==> config.mk <==
export PLATFORM = sky130hd
export DESIGN_NAME = ctrl_pipe_unit
export DESIGN_NICKNAME = d
export VERILOG_FILES = /design/src/rtl/ctrl_pipe_unit.sv
export SDC_FILE = /design/constraint.sdc
export NUM_CORES = 1
export LEC_CHECK = 0
export ABC_AREA = 1
export CAP_MARGIN = 5
export CORE_AREA = 8 8 72 74
export DETAILED_ROUTE_END_ITERATION = 10
export DIE_AREA = 0 0 80 82
export GPL_TIMING_DRIVEN = 0
export MAX_ROUTING_LAYER = met4
export PLACE_DENSITY = 0.85
export SETUP_SLACK_MARGIN = 0.4
export SLEW_MARGIN = 20
export SYNTH_ARGS = -nofsm -noshare
export SYNTH_HDL_FRONTEND = slang
export SYNTH_SLANG_ARGS = --single-unit
==> constraint.sdc <==
create_clock -name clk -period 2.09 [get_ports clk]
set_input_delay 0.418 -clock clk [delete_from_list [all_inputs] [get_ports clk]]
set_output_delay 0.418 -clock clk [all_outputs]
set_load 0.02 [all_outputs]
==> src/rtl/ctrl_pipe_unit.sv <==
// ctrl_pipe_unit: decode/control stage for the ARM-subset pipeline.
// Decodes mode/op_code/S/I and evaluates the condition field against NZCV.
// The resulting control word is registered into the ID/EX control register,
// with freeze/flush handling and a branch-shadow squash counter.
module ctrl_pipe_unit #(
    parameter int unsigned EXE_CMD_W     = 4,
    parameter int unsigned BRANCH_SHADOW = 1,
    parameter int unsigned CNT_W         = 16,
    parameter bit          COND_EN       = 1'b1
) (
    input  logic                 clk,
    input  logic                 rst,
    input  logic                 id_valid,
    input  logic [1:0]           mode,
    input  logic [3:0]           op_code,
    input  logic                 S,
    input  logic                 immediate,
    input  logic [3:0]           cond,
    input  logic [3:0]           status,
    input  logic                 freeze,
    input  logic                 flush,
    output logic                 ex_valid,
    output logic [EXE_CMD_W-1:0] ex_exe_command,
    output logic                 ex_mem_read,
    output logic                 ex_mem_write,
    output logic                 ex_wb_enable,
    output logic                 ex_is_immediate,
    output logic                 ex_B,
    output logic                 ex_update_status,
    output logic                 undef_instr,
    output logic                 shadow_active,
    output logic [CNT_W-1:0]     issued_count
);

    localparam logic [2:0] ShadowInit = 3'(BRANCH_SHADOW);

    typedef enum logic [1:0] {
        ModeDataProc = 2'd0,
        ModeMem      = 2'd1,
        ModeBranch   = 2'd2,
        ModeUndef    = 2'd3
    } mode_e;

    // Decoded (combinational) control word
    logic [3:0] dec_cmd;
    logic       dec_mem_read;
    logic       dec_mem_write;
    logic       dec_wb;
    logic       dec_imm;
    logic       dec_b;
    logic       dec_us;
    logic       dec_undef;

    logic cond_raw;
    logic cond_pass;
    logic live;

    // Registered ID/EX state
    logic                 valid_q;
    logic [EXE_CMD_W-1:0] cmd_q;
    logic                 mem_read_q;
    logic                 mem_write_q;
    logic                 wb_q;
    logic                 imm_q;
    logic                 b_q;
    logic                 us_q;
    logic                 undef_q;
    logic [2:0]           shadow_q;
    logic [CNT_W-1:0]     count_q;

    // Decode mode/op_code/S/I into the control word; everything defaults to 0
    always_comb begin
        dec_cmd       = 4'b0000;
        dec_mem_read  = 1'b0;
        dec_mem_write = 1'b0;
        dec_wb        = 1'b0;
        dec_imm       = 1'b0;
        dec_b         = 1'b0;
        dec_us        = 1'b0;
        dec_undef     = 1'b0;
        unique case (mode_e'(mode))
            ModeDataProc: begin
                dec_wb  = 1'b1;
                dec_imm = immediate;
                dec_us  = S;
                case (op_code)
                    4'b1101: dec_cmd = 4'b0001;                   // MOV
                    4'b1111: dec_cmd = 4'b1001;                   // MVN
                    4'b0100: dec_cmd = 4'b0010;                   // ADD
                    4'b0101: dec_cmd = 4'b0011;                   // ADC
                    4'b0010: dec_cmd = 4'b0100;                   // SUB
                    4'b0110: dec_cmd = 4'b0101;                   // SBC
                    4'b0000: dec_cmd = 4'b0110;                   // AND
                    4'b1100: dec_cmd = 4'b0111;                   // ORR
                    4'b0001: dec_cmd = 4'b1000;                   // EOR
                    4'b1010: begin dec_cmd = 4'b0100; dec_wb = 1'b0; end  // CMP
                    4'b1000: begin dec_cmd = 4'b0110; dec_wb = 1'b0; end  // TST
                    default: dec_cmd = 4'b0000;
                endcase
            end
            ModeMem: begin
                dec_cmd       = 4'b0010;
                dec_imm       = immediate;
                dec_mem_read  = S;
                dec_wb        = S;
                dec_mem_write = ~S;
            end
            ModeBranch: dec_b = 1'b1;
            ModeUndef:  dec_undef = 1'b1;
            default:    dec_undef = 1'b0;
        endcase
    end

    // Evaluate the ARM condition field against {N,Z,C,V}
    always_comb begin
        cond_raw = 1'b0;
        case (cond)
            4'h0: cond_raw = status[2];
            4'h1: cond_raw = ~status[2];
            4'h2: cond_raw = status[1];
            4'h3: cond_raw = ~status[1];
            4'h4: cond_raw = status[3];
            4'h5: cond_raw = ~status[3];
            4'h6: cond_raw = status[0];
            4'h7: cond_raw = ~status[0];
            4'h8: cond_raw = status[1] & ~status[2];
            4'h9: cond_raw = ~status[1] | status[2];
            4'ha: cond_raw = (status[3] == status[0]);
            4'hb: cond_raw = (status[3] != status[0]);
            4'hc: cond_raw = ~status[2] & (status[3] == status[0]);
            4'hd: cond_raw = status[2] | (status[3] != status[0]);
            4'he: cond_raw = 1'b1;
            4'hf: cond_raw = 1'b0;
        endcase
    end

    assign cond_pass = COND_EN ? cond_raw : 1'b1;
    // Slots in the branch shadow are squashed regardless of their condition
    assign live      = id_valid & cond_pass & (shadow_q == 3'd0);

    // ID/EX register, shadow counter and issue counter: rst > flush > freeze > load
    always_ff @(posedge clk) begin
        if (rst) begin
            valid_q     <= 1'b0;
            cmd_q       <= '0;
            mem_read_q  <= 1'b0;
            mem_write_q <= 1'b0;
            wb_q        <= 1'b0;
            imm_q       <= 1'b0;
            b_q         <= 1'b0;
            us_q        <= 1'b0;
            undef_q     <= 1'b0;
            shadow_q    <= 3'd0;
            count_q     <= '0;
        end else if (flush) begin
            valid_q     <= 1'b0;
            cmd_q       <= '0;
            mem_read_q  <= 1'b0;
            mem_write_q <= 1'b0;
            wb_q        <= 1'b0;
            imm_q       <= 1'b0;
            b_q         <= 1'b0;
            us_q        <= 1'b0;
            undef_q     <= 1'b0;
            shadow_q    <= 3'd0;
        end else if (freeze) begin
            undef_q <= 1'b0;
        end else begin
            valid_q     <= live;
            cmd_q       <= live ? EXE_CMD_W'(dec_cmd) : '0;
            mem_read_q  <= live & dec_mem_read;
            mem_write_q <= live & dec_mem_write;
            wb_q        <= live & dec_wb;
            imm_q       <= live & dec_imm;
            b_q         <= live & dec_b;
            us_q        <= live & dec_us;
            undef_q     <= live & dec_undef;
            if (live && dec_b) begin
                shadow_q <= ShadowInit;
            end else if (shadow_q != 3'd0) begin
                shadow_q <= shadow_q - 3'd1;
            end
            if (live) begin
                count_q <= count_q + CNT_W'(1);
            end
        end
    end

    assign ex_valid         = valid_q;
    assign ex_exe_command   = cmd_q;
    assign ex_mem_read      = mem_read_q;
    assign ex_mem_write     = mem_write_q;
    assign ex_wb_enable     = wb_q;
    assign ex_is_immediate  = imm_q;
    assign ex_B             = b_q;
    assign ex_update_status = us_q;
    assign undef_instr      = undef_q;
    assign shadow_active    = (shadow_q != 3'd0);
    assign issued_count     = count_q;

endmodule

==> flow_summary.toml <==
[power]
p_sw_mw = 0.327
seq_power_share = 0.474
peakVddDrop_mv = 0.372
combPwrFrac = 0.154
p_per_area_nw_per_um2 = 485
switching_share = 0.259
power_leakage_nw = 1.08
power_frac_clock = 0.372
power.internal_mw = 0.934

[yosys]
synth_cells = 275
synthTopCellsByArea = "dfxtp_1, nand2_1, a21oi_1"
ys_seq_elements = 31
yosysMostFrequentCell = "nand2_1"
yosysUniqueCellTypes = 30
synth_top_area_share = 0.336
synth-edff-count = 0
avgSynthCellArea_um2 = 6.72
synth_top_flop_cell = "dfxtp_1"
netlist_area_um2 = 1850
ys.warnings.count = 0
synth_seq_area_share = 0.336
yosysTopAreaCell = "dfxtp_1"
synthArstFlopShare = 0
synth_top_cells_by_count = "nand2_1, a21oi_1, dfxtp_1"
syn_nets = 299

[global_routing]
grt_pass1_wl_um = 8240
grt_max_degree = 11
grt_pass1_vias = 1943
grt_use_total = 0.158
gr-total-overflow = 0
antenna_found_initial = 0

[clock_tree]
clockBufferDepth = 2
numCtsBuffers = 5
cts_num_sinks = 31
postCtsHoldBufs = 0
htree_num_levels = 2
cts_tree = "done"
clk_pin_slew_worst_paths_ns = 0.07
root_buffer = "clkbuf_8"
clock_latency_ns = 0.28

[cells_and_area]
area_delta_synth_final_pct = 40.5
nets = 358
diodes = 0
final_util = 0.627
drive_gt1_frac = 0.189

[setup_path]
path_max_fanout = 2
cp_data_required_time_ns = 1.67
critPathMaxStageDelay_ns = 0.61
path_cells = "clkdlybuf4s50_1"
arrival_ns = 1.24
crit_buf_inv = 1
crit_slowest_cell = "clkdlybuf4s50_1"
ff2ff_path_depth = 6
path_delay_family = "buffers and inverters"
end_kind = "output port"
path_depth = 1
startpoint_type = "register"
worstSetupPathType = "reg -> out"

[timing]
fin_ws_ns = 0.433
finalSetupViolations = 0
hold-worst-slack_ns = 0.461
fin_crit_ns = 1.66
setup_tns_ns = 0
skew_ns = 0.00914
maxSlewViolCount = 0
rsz0062_at_grt = "no"
max_freq_ghz = 0.604
hold_viol_final = 0
slew_headroom = 0.638
worstMarginPinSlew_ns = 0.542
min_period_over_period = 0.793

[status]
status = "completed"

[floorplan]
core_area_um2 = 4140
dieHeight_um = 82
rows = 24
die_w_um = 80
floorplan.initialDensity = 0.446
num_io_pins = 50
die_area_um2 = 6560

[drt]
ant_nets = 0
route.detailed.drc = 0
dr.pass1.iters = 4
avgRoutedWirePerCell_um = 12.7
vias = 1996
first_iter_violations = 96
drt-total-wl_um = 4900
vias_per_cell = 5.17

[placed_design]
gp_congestion = 0.926
dp_hpwl_um = 3600
port_buffers = 48
pre_cts_slack_ns = -0.317

[hold_path]
min_path_type = "reg -> reg"
holdPathStages = 2

[flow_run]
maxCapViolCount = 0
[registers in the layout, summed over array words and instances, names as in the netlist]
name	flops
ex_B	1
ex_update_status	1
ex_is_immediate	1
ex_wb_enable	1
shadow_q	3
issued_count	16
ex_exe_command	4
ex_mem_write	1
undef_instr	1
ex_valid	1
ex_mem_read	1
[kinds of logic after synthesis]
group | Yosys count | synth area share
AOI/OAI and AO/OA | 42 | 0.118
xor gates and xnor gates | 14 | 0.0663
adders and majority gates | 3 | 0.0203
buffers and inverters | 41 | 0.100
DFF | 31 | 0.336
and+or+nand+nor | 144 | 0.359
[layout make-up]
class	count	area [um2]
fill	380	1550
multi-input combinational	203	1160
sequential	31	626
timing repair buffer	52	474
inverter	33	126
clock buffer	6	82.6
tap	52	65.1
buffer	8	61.3
clock inverter	1	5.00
[per-stage QoR]
| stage | area, um2 | total power [mW] | cells |
|---|---|---|---|
| 6_report | 2600 | 1.26 | 386 |
| 5_1_grt | 2600 | 1.32 | 386 |
| 4_1_cts | 2500 | 1.26 | 386 |
| 3_5_place_dp | 2390 | 0.793 | 375 |
| 3_3_place_gp | 2390 | 0.789 | 375 |
| 2_1_floorplan | 1850 | 0.717 | 275 |
[repair_timing]
item                                    4_1_cts  5_1_grt
pin swaps                                     4       11
buffers inserted                              3        0
cloned                                        1        0
endpoints found under the setup margin       47       24
resized for setup                            43       48
[power groups by stage]
stage	clock, mW	combinational [mW]	sequential, mW
after floorplan	0	0.104	0.613
after global placement	0	0.180	0.610
after detailed placement	0	0.183	0.610
after CTS	0.478	0.187	0.597
after global routing	0.503	0.216	0.597
final	0.469	0.194	0.598
[metal layers]
metal | GRT usage | share of wire | vias up
met1 | 0.171 | 0.44 | 916
met5 | - | 0 | -
met3 | 0.0427 | 0.058 | 10
li1 | - | - | 1019
met4 | 0.0564 | 0.014 | 0
met2 | 0.272 | 0.49 | 51
[worst paths after layout]
kind / from / endpoint / slack [ns]
worst max register to register: issued_count[1]$_SDFFE_PP0P_ / issued_count[12]$_SDFFE_PP0P_ / 0.51
worst max-delay path: ex_exe_command[0]$_SDFFE_PP0N_ / ex_exe_command[0] / 0.43
worst min register to register: shadow_q[2]$_SDFFE_PP0P_ / shadow_q[2]$_SDFFE_PP0P_ / 0.46
worst min-delay path: shadow_q[2]$_SDFFE_PP0P_ / shadow_q[2]$_SDFFE_PP0P_ / 0.46
[cell usage in the layout, fill, tap and decap left out, types with 3 or more instances in the layout]
cell type and count:
xnor2_1 5, a21oi_2 5, dfxtp_2 4, buf_4 4, nor3_1 7, a21oi_1 29, clkdlybuf4s50_1 22, dfxtp_1 27
nand2_1 59, clkbuf_8 6, clkbuf_2 3, buf_6 4, dlygate4sd2_1 18, nand3_1 30, xor2_1 9, inv_1 27
nand2_4 3, o21ai_0 4, nand2_2 12, inv_2 4, nor2_1 16, clkbuf_1 4, nand4_1 3
Note: power is estimated with default switching activity, not from simulation.
